`config.mk`:
```
export PLATFORM = sky130hd
export DESIGN_NAME = branch_predict_resolve_flat
export DESIGN_NICKNAME = d
export VERILOG_FILES = /design/src/rtl/branch_pkg.sv /design/src/rtl/branch_predict_resolve_if.sv /design/src/rtl/branch_cond.sv /design/src/rtl/branch_predict_resolve.sv /design/src/flat_wrapper.sv
export SDC_FILE = /design/constraint.sdc
export NUM_CORES = 1
export LEC_CHECK = 0
export ABC_AREA = 1
export CAP_MARGIN = 20
export CORE_UTILIZATION = 45
export CTS_BUF_LIST = sky130_fd_sc_hd__clkbuf_2 sky130_fd_sc_hd__clkbuf_4 sky130_fd_sc_hd__clkbuf_8
export CTS_CLUSTER_DIAMETER = 60
export DETAILED_ROUTE_END_ITERATION = 10
export PLACE_DENSITY = 0.7
export RECOVER_POWER = 100
export SLEW_MARGIN = 10
export SYNTH_ARGS = -nofsm -noshare
export SYNTH_HDL_FRONTEND = slang
export SYNTH_SLANG_ARGS = --single-unit
```
`constraint.sdc`:
```
create_clock -name clk -period 6.9 [get_ports clk]
set_input_delay 1.38 -clock clk [delete_from_list [all_inputs] [get_ports clk]]
set_output_delay 1.38 -clock clk [all_outputs]
set_load 0.03 [all_outputs]
```
`src/rtl/branch_pkg.sv`:
```
// Shared types and constants for the branch resolution unit and its predictor table.
package branch_pkg;

  typedef enum logic [2:0] {
    BC_BEQ  = 3'b000,
    BC_BNE  = 3'b001,
    BC_BLT  = 3'b100,
    BC_BGE  = 3'b101,
    BC_BLTU = 3'b110,
    BC_BGEU = 3'b111
  } b_control_e;

  typedef logic [1:0] bht_cnt_t;

  localparam bht_cnt_t CNT_INIT_DEFAULT = 2'b01;
  localparam int       PC_ALIGN_BITS    = 2;

endpackage

```
`src/rtl/branch_predict_resolve_if.sv`:
```
// Fetch lookup, execute-stage branch inputs and registered resolution results.
interface branch_predict_resolve_if #(
  parameter int XLEN = 32
);
  logic [XLEN-1:0] pred_pc;
  logic            pred_taken;
  logic            stall;
  logic            res_valid;
  logic [2:0]      b_control;
  logic [XLEN-1:0] r1;
  logic [XLEN-1:0] r2;
  logic [XLEN-1:0] res_pc;
  logic [XLEN-1:0] res_imm;
  logic            res_pred_taken;
  logic            br_valid;
  logic            br_taken;
  logic [XLEN-1:0] br_target;
  logic            mispredict;
  logic [XLEN-1:0] redirect_pc;
  logic            br_illegal;
  logic [31:0]     mispredict_count;

  modport master (
    output pred_pc, stall, res_valid, b_control, r1, r2, res_pc, res_imm, res_pred_taken,
    input  pred_taken, br_valid, br_taken, br_target, mispredict, redirect_pc, br_illegal,
           mispredict_count
  );

  modport slave (
    input  pred_pc, stall, res_valid, b_control, r1, r2, res_pc, res_imm, res_pred_taken,
    output pred_taken, br_valid, br_taken, br_target, mispredict, redirect_pc, br_illegal,
           mispredict_count
  );

endinterface

```
`src/rtl/branch_cond.sv`:
```
// Combinational branch condition evaluation; codes 010/011 are flagged illegal and never taken.
module branch_cond
  import branch_pkg::*;
#(
  parameter int XLEN = 32
) (
  input  logic [2:0]      b_control,
  input  logic [XLEN-1:0] r1,
  input  logic [XLEN-1:0] r2,
  output logic            taken,
  output logic            illegal
);

  logic signed [XLEN-1:0] r1_s;
  logic signed [XLEN-1:0] r2_s;

  assign r1_s = r1;
  assign r2_s = r2;

  always_comb begin
    taken   = 1'b0;
    illegal = 1'b0;
    case (b_control)
      BC_BEQ:  taken = (r1 == r2);
      BC_BNE:  taken = (r1 != r2);
      BC_BLT:  taken = (r1_s <  r2_s);
      BC_BGE:  taken = (r1_s >= r2_s);
      BC_BLTU: taken = (r1 <  r2);
      BC_BGEU: taken = (r1 >= r2);
      default: illegal = 1'b1;
    endcase
  end

endmodule

```
`src/rtl/branch_predict_resolve.sv`:
```
// Branch resolution with a bimodal 2-bit predictor: one-cycle registered results,
// table training on legal resolved branches and a saturating mispredict counter.
module branch_predict_resolve
  import branch_pkg::*;
#(
  parameter int       XLEN        = 32,
  parameter int       BHT_ENTRIES = 64,
  parameter bht_cnt_t CNT_INIT    = CNT_INIT_DEFAULT
) (
  input logic                     clk,
  input logic                     rst,
  branch_predict_resolve_if.slave bus
);

  localparam int IDX_W   = $clog2(BHT_ENTRIES);
  localparam int IDX_LSB = PC_ALIGN_BITS;
  localparam int IDX_MSB = IDX_W + PC_ALIGN_BITS - 1;

  function automatic logic [IDX_W-1:0] bht_idx(input logic [XLEN-1:0] pc);
    return pc[IDX_MSB:IDX_LSB];
  endfunction

  function automatic bht_cnt_t sat_step(input bht_cnt_t cnt, input logic up);
    bht_cnt_t nxt;
    nxt = cnt;
    if (up && cnt != 2'b11) begin
      nxt = cnt + 2'b01;
    end else if (!up && cnt != 2'b00) begin
      nxt = cnt - 2'b01;
    end
    return nxt;
  endfunction

  function automatic logic [31:0] sat_inc32(input logic [31:0] cnt);
    return (cnt == 32'hFFFF_FFFF) ? cnt : cnt + 32'd1;
  endfunction

  bht_cnt_t bht [BHT_ENTRIES];

  logic [IDX_W-1:0] pred_idx;
  logic [IDX_W-1:0] upd_idx;
  logic             unused_pred_pc;

  logic            taken_c;
  logic            illegal_c;
  logic [XLEN-1:0] target_c;
  logic [XLEN-1:0] fallthrough_c;
  logic [XLEN-1:0] redirect_c;
  logic            mispredict_c;
  logic            accept;
  logic            train;

  logic            vld_p1;
  logic            taken_p1;
  logic [XLEN-1:0] target_p1;
  logic            mispredict_p1;
  logic [XLEN-1:0] redirect_p1;
  logic            illegal_p1;
  logic [31:0]     count_p1;

  assign pred_idx       = bht_idx(bus.pred_pc);
  assign upd_idx        = bht_idx(bus.res_pc);
  assign unused_pred_pc = ^{bus.pred_pc[XLEN-1:IDX_MSB+1], bus.pred_pc[IDX_LSB-1:0]};

  // Lookup reads the table as it stands; an update this cycle becomes visible after the edge.
  assign bus.pred_taken = bht[pred_idx][1];

  // Stage 0: condition, target and redirect from execute-stage operands
  branch_cond #(
    .XLEN (XLEN)
  ) u_cond (
    .b_control (bus.b_control),
    .r1        (bus.r1),
    .r2        (bus.r2),
    .taken     (taken_c),
    .illegal   (illegal_c)
  );

  assign target_c      = bus.res_pc + bus.res_imm;
  assign fallthrough_c = bus.res_pc + XLEN'(4);
  assign redirect_c    = taken_c ? target_c : fallthrough_c;
  assign mispredict_c  = (taken_c != bus.res_pred_taken);
  assign accept        = bus.res_valid && !bus.stall;
  assign train         = accept && !illegal_c;

  always_ff @(posedge clk) begin
    if (rst) begin
      for (int i = 0; i < BHT_ENTRIES; i++) begin
        bht[i] <= CNT_INIT;
      end
    end else if (train) begin
      bht[upd_idx] <= sat_step(bht[upd_idx], taken_c);
    end
  end

  // Stage 1: registered resolution; data fields hold across idle cycles
  always_ff @(posedge clk) begin
    if (rst) begin
      vld_p1        <= 1'b0;
      taken_p1      <= 1'b0;
      target_p1     <= '0;
      mispredict_p1 <= 1'b0;
      redirect_p1   <= '0;
      illegal_p1    <= 1'b0;
      count_p1      <= '0;
    end else if (!bus.stall) begin
      vld_p1 <= bus.res_valid;
      if (bus.res_valid) begin
        taken_p1      <= taken_c;
        target_p1     <= target_c;
        mispredict_p1 <= mispredict_c;
        redirect_p1   <= redirect_c;
        illegal_p1    <= illegal_c;
        if (mispredict_c) begin
          count_p1 <= sat_inc32(count_p1);
        end
      end else begin
        mispredict_p1 <= 1'b0;
        illegal_p1    <= 1'b0;
      end
    end
  end

  assign bus.br_valid         = vld_p1;
  assign bus.br_taken         = taken_p1;
  assign bus.br_target        = target_p1;
  assign bus.mispredict       = mispredict_p1;
  assign bus.redirect_pc      = redirect_p1;
  assign bus.br_illegal       = illegal_p1;
  assign bus.mispredict_count = count_p1;

endmodule

```
`src/flat_wrapper.sv`:
```
// flat-port wrapper written by rule: the top's interface ports become plain ports
module branch_predict_resolve_flat import branch_pkg::*;
#(
  parameter int       XLEN        = 32,
  parameter int       BHT_ENTRIES = 64,
  parameter bht_cnt_t CNT_INIT    = CNT_INIT_DEFAULT
)
  (clk, rst, bus_pred_pc, bus_stall, bus_res_valid, bus_b_control, bus_r1, bus_r2, bus_res_pc, bus_res_imm, bus_res_pred_taken, bus_pred_taken, bus_br_valid, bus_br_taken, bus_br_target, bus_mispredict, bus_redirect_pc, bus_br_illegal, bus_mispredict_count);
  branch_predict_resolve_if #(.XLEN(XLEN)) bus_i ();
  input logic clk;
  input logic rst;
  input wire logic [$bits(bus_i.pred_pc)-1:0] bus_pred_pc;
  input wire logic [$bits(bus_i.stall)-1:0] bus_stall;
  input wire logic [$bits(bus_i.res_valid)-1:0] bus_res_valid;
  input wire logic [$bits(bus_i.b_control)-1:0] bus_b_control;
  input wire logic [$bits(bus_i.r1)-1:0] bus_r1;
  input wire logic [$bits(bus_i.r2)-1:0] bus_r2;
  input wire logic [$bits(bus_i.res_pc)-1:0] bus_res_pc;
  input wire logic [$bits(bus_i.res_imm)-1:0] bus_res_imm;
  input wire logic [$bits(bus_i.res_pred_taken)-1:0] bus_res_pred_taken;
  output wire logic [$bits(bus_i.pred_taken)-1:0] bus_pred_taken;
  output wire logic [$bits(bus_i.br_valid)-1:0] bus_br_valid;
  output wire logic [$bits(bus_i.br_taken)-1:0] bus_br_taken;
  output wire logic [$bits(bus_i.br_target)-1:0] bus_br_target;
  output wire logic [$bits(bus_i.mispredict)-1:0] bus_mispredict;
  output wire logic [$bits(bus_i.redirect_pc)-1:0] bus_redirect_pc;
  output wire logic [$bits(bus_i.br_illegal)-1:0] bus_br_illegal;
  output wire logic [$bits(bus_i.mispredict_count)-1:0] bus_mispredict_count;
  assign bus_i.pred_pc = bus_pred_pc;
  assign bus_i.stall = bus_stall;
  assign bus_i.res_valid = bus_res_valid;
  assign bus_i.b_control = bus_b_control;
  assign bus_i.r1 = bus_r1;
  assign bus_i.r2 = bus_r2;
  assign bus_i.res_pc = bus_res_pc;
  assign bus_i.res_imm = bus_res_imm;
  assign bus_i.res_pred_taken = bus_res_pred_taken;
  assign bus_pred_taken = bus_i.pred_taken;
  assign bus_br_valid = bus_i.br_valid;
  assign bus_br_taken = bus_i.br_taken;
  assign bus_br_target = bus_i.br_target;
  assign bus_mispredict = bus_i.mispredict;
  assign bus_redirect_pc = bus_i.redirect_pc;
  assign bus_br_illegal = bus_i.br_illegal;
  assign bus_mispredict_count = bus_i.mispredict_count;
  branch_predict_resolve #(.XLEN(XLEN), .BHT_ENTRIES(BHT_ENTRIES), .CNT_INIT(CNT_INIT)) u_core (.clk(clk), .rst(rst), .bus(bus_i));
endmodule
```
### Word-level counts from Yosys, hierarchy flattened

Memories as Yosys holds them, arrays and structs flattened.
Cells that the tools add are included.

* input port bits: 168
* memory bits (writable): 128
* output and inout port bits: 101
* memories: 1
* bits in registers: 100
* word-level logic and storage cells: 58

Memories
* u_core.bht: words 64, width 2, rd ports 2, clocked after Yosys merged registers in 0, wr ports 64, line branch_predict_resolve.sv:38 `bht_cnt_t bht [BHT_ENTRIES];`

* order comparisons: 4
* bitwise operators: 2
* muxes and demuxes: 17
* reduce and logical (&&, ||, !) cells: 12
* equality and inequality tests: 10
* add/subtract/negate cells: 5

Operator list (number)
* greater-or-equal comparator 32 bit: 2
* less-than comparator 32 bit: 2
* adder 32 x 1 -> 32 bit, second input constant: 1
* adder 32 x 3 -> 32 bit, second input constant: 1
* adder 32 bit: 1
* equality test 32 bit: 1
* equality test 32 bit, second input constant: 1
* two-way mux 32 bit: 1
* inequality test 32 bit: 1
* equality test 3 bit, second input constant: 4
* two-way mux 2 bit: 5
* two-way mux 1 bit: 9
* two-way mux 6 bit: 1
* one-hot mux 1 bit (6 select lines): 1
* OR reduction 6 bit: 1
* logical AND 1 bit: 4
* AND reduction 4 bit: 1
* equality test 3 x 1 -> 1 bit, second input constant: 1
* zero test 3 bit: 1
* adder 2 x 1 -> 2 bit, second input constant: 1
* zero test 1 bit: 2
* inequality test 2 bit, second input constant: 1
* NOT 1 bit: 2
* AND reduction 2 bit: 1
* 4 further kinds: 4

### Depth between registers and ports, before layout

* word-level depth: 9
* depth in mapped cells: 21
* mapped depth without buffers: 21

### Modules after synthesis

Synthesis repeated with hierarchy kept, for this count alone.

* cell total of the unflattened synthesis: 2375
* area, all modules: 15911.5 um^2

By module, submodules not included
* branch_predict_resolve: sequential area each 5845.6 um^2, cells each 2202, area an instance 14891.8 um^2, times used 1
* branch_cond: sequential area each 0.0 um^2, cells each 173, area an instance 1019.7 um^2, times used 1

### Worst setup path after synthesis

Ideal clock, no wire load.

* kind: input to output
* start point: in bus_pred_pc[2]
* end point: out bus_pred_taken
* stages on the path: 8
* data required time: 5.520 ns
* arrival time: 3.095 ns
* setup slack: 2.425 ns
* buffers on the path: 2
* cell sequence: clkbuf_1 > clkbuf_1 > o21ai_0 > o22ai_1 > nor2_1 > o22ai_1 > nor2_1 > o31ai_1

* cells in the longest elaborated chain, start to end: 1

Ends and longest elaborated chain
* start, declared: line flat_wrapper.sv:12 `input wire logic [$bits(bus_i.pred_pc)-1:0] bus_pred_pc;`
* memory (64 x 2 bit)
* end, declared: line flat_wrapper.sv:21 `output wire logic [$bits(bus_i.pred_taken)-1:0] bus_pred_taken;`

Every way passes these cells.

==> metrics.md <==
| Metric | Value |
|---|---|
| Outcome | `finished with violations` |
| Violated checks | `capacitance limit, slew limit` |
| IO Count | `269` |
| Wire length per cell | `17.6 um` |
| DRT Wirelength | `50300 um` |
| Initial core utilization | `46.0%` |
| Total power | `3.75 mW` |
| Max-cap violations | `2` |
| Final ANT Viol Nets | `0` |
| Leakage | `8.12 nW` |
| Cell variety after synth | `54` |
| Max Buffers Root-to-Sink | `3` |
| TritonCTS clock tree | `done` |
| Post-CTS setup repair buffer count | `0` |
| Element type at the critical path end | `register` |
| Crit path max fanout | `64` |
| Worst-Margin Slew | `2670 ps` |
| Total Routing Usage GR | `28.1%` |
| Initial antenna violation count | `7` |
| Clock sink count | `228` |
| CP Launch Type | `primary input` |
| Placer Congestion | `0.951` |
| Total number of vias | `15700` |
| Post-synthesis sequential area ratio | `37.6%` |
| Synth Area in Simple Gates | `28.3%` |
| Ys async rst share | `0%` |
| Kind of critical path | `in2reg` |
| Largest net degree at the start of global routing | `83` |
| Post-route setup TNS | `0 ps` |
| Layout cells sized above 1 | `4.59%` |
| Flop and latch count out of synthesis | `228` |
| Syn_nets | `2389` |
| XOR/XNOR Fraction of Synth Area | `2.99%` |
| Final net count | `2603` |
| CTS Hold Bufs | `0` |
| Post-Syn Instances | `2153` |
| Crit-path max cell delay | `1130 ps` |
| Area grow syn2layout | `21.0%` |
| Clock network latency to the later pin of the worst-skew pair | `600 ps` |
| DIE AREA | `35300 um^2` |
| Crit-path slowest cell | `clkbuf_2` |
| Chip height | `188 um` |
| Hold Path Class | `reg2reg` |
| Row count | `67` |
| Cell taking the most area after synthesis | `edfxtp_1` |
| Multiplexer share of the synthesized area | `0%` |
| Syn Area/Cell | `7.22 um^2` |
| Die Span X | `188 um` |
| Core ar. | `33800 um^2` |
| Reg clk slew, reported paths | `60 ps` |
| CP arrival | `6160 ps` |
| Max-slew headroom | `-77.8%` |
| Adder-cell share of the synthesized area | `5.52%` |
| Clock Skew | `34.1 ps` |
| Syn Std Cell Area | `15500 um^2` |
| Commonest cells after routing, fill and taps aside | `nand2_1, inv_1, nor2_1, clkdlybuf4s50_1, a21oi_1` |
| Final Hold Fails | `0` |
| Ys Warns | `0` |
| Inserted Clock Buffers | `42` |
| H-Tree Depth | `2` |
| Top FF cell, synth | `edfxtp_1` |
| Combinational family with the most area after synthesis | `simple AND/OR/NAND/NOR gates` |
| Port-buffer cells | `242` |
| Total global routing overflow | `0` |
| DR pass1 iterations | `6` |
| EDFF count, synth | `128` |
| Post-synthesis compound-gate area fraction | `14.6%` |
| Vias in the first global route | `15000` |
| Initial DRC Count | `1367` |
| Max Freq | `0.169 GHz` |
| Most common cell after layout, fill and taps aside | `nand2_1` |
| RSZ-0062 raised after global routing | `no` |
| Tcrit/Tclk final | `85.6%` |
| Setup Viol. Count Final | `0` |
| CP Cell Sequence | `clkdlybuf4s50_1 > inv_1 > nor3_2 > inv_1 > o2bb2ai_1 > a221oi_1 > nand4_1 > nand2_1 > nand2_1 > nor2_1 > nand2_1 > ha_1 > inv_1 > nand2_1 > inv_1 > o21ai_0 > clkbuf_2 > nand3_1` |
| Final min period | `5910 ps` |
| Via-per-instance ratio | `5.48` |
| Pins over their slew limit | `124` |
| Root Driver | `clkbuf_8` |
| Ranking of synthesized cells by area | `edfxtp_1, dfxtp_1, nand2_1` |
| Peak VDD IR | `169 uV` |
| First-pass GRT wire length | `79000 um` |
| Post-DP HPWL | `35800 um` |
| CTS resizes | `0` |
| # DRC | `0` |
| Top cell type's share of synthesized area | `24.7%` |
| Data required, critical path | `7150 ps` |
| PD cells | `199 nW/um^2` |
-- final cells by class --
type | count | area (um^2)
fill | 3204 | 15000
multi-input combinational | 1503 | 7740
clock inverter | 17 | 108
antenna | 8 | 20.0
timing repair buffer | 260 | 2550
inverter | 332 | 1250
sequential | 228 | 5850
tap | 448 | 561
clock buffer | 59 | 737
-- path summary, 6_finish.rpt --
path | from | cells past startpoint | slack [ps] | to
setup / recovery | bus_res_pc[2] | 18 | 990 | u_core.bht[55][0]
hold / removal | u_core.bus.br_valid | 2 | 460 | u_core.bus.br_valid
setup reg to reg | u_core.bht[49][0] | 12 | 3230 | u_core.bht[55][0]
hold reg to reg | u_core.bus.br_valid | 2 | 460 | u_core.bus.br_valid
-- report_power, final --
group	internal [mW]	switching, mW	leakage (nW)	total [mW]
sequential	1.49	0.0295	2.02	1.52
clock	0.727	0.606	0.442	1.33
combinational	0.298	0.600	5.66	0.898
-- synth_stat cells, types with 17 or more instances --
cell type  instances
dfxtp_1          100
nor2_1           318
nand3_1          119
xnor2_1           21
nor3_1            30
inv_1            320
o211ai_1          29
a22oi_1           17
xor2_1            32
nand4_1           69
buf_2             23
ha_1              67
a21oi_2           62
a21oi_1           76
o21ai_0           88
clkbuf_1          45
edfxtp_1         128
nand2_1          470
-- cells by family after synthesis --
group,count (synthesis)
AND/OR/NAND/NOR,1038
buffers and inverters,422
AO/OA/AOI/OAI,344
flip-flops,228
adder cells (fa/ha/maj),68
XOR/XNOR,53
-- through the flow --
step	cells	utilization [%]	area (um^2)	hold slack, ps	setup WS, ps
2_1_floorplan	2153	-	15500	589	2420
6_report	2855	55.7	18800	464	991
4_1_cts	2847	56.5	19100	468	1220
3_5_place_dp	2771	54.0	18200	458	907
5_1_grt	2854	55.7	18800	481	583
3_3_place_gp	2769	53.9	18200	457	1000
-- worst max-delay path, delay by kind of cell --
family | cells | cell delay [ps]
simple gates | 8 | 1500
buf+inv | 6 | 2520
compound gates | 3 | 510
fa+ha+maj | 1 | 170
-- state kept, by name, summed over array words and instances (netlist names) --
register                     cells
u_core.bus.mispredict_count     32
u_core.bus.redirect_pc          32
u_core.bus.mispredict            1
u_core.bus.br_valid              1
u_core.bus.br_target            32
u_core.bus.br_taken              1
u_core.bus.br_illegal            1
u_core.bht                     128
-- metal layers --
layer  up-vias  share of wire [%]  GRT usage (%)
met3       128                8.4           4.49
met4         0                4.0           13.4
met5         -                  0              0
li1       7551                  -              -
met2       724                 47           46.6
met1      7250                 41           35.6
No activity file was read; power rests on OpenSTA's default activity.
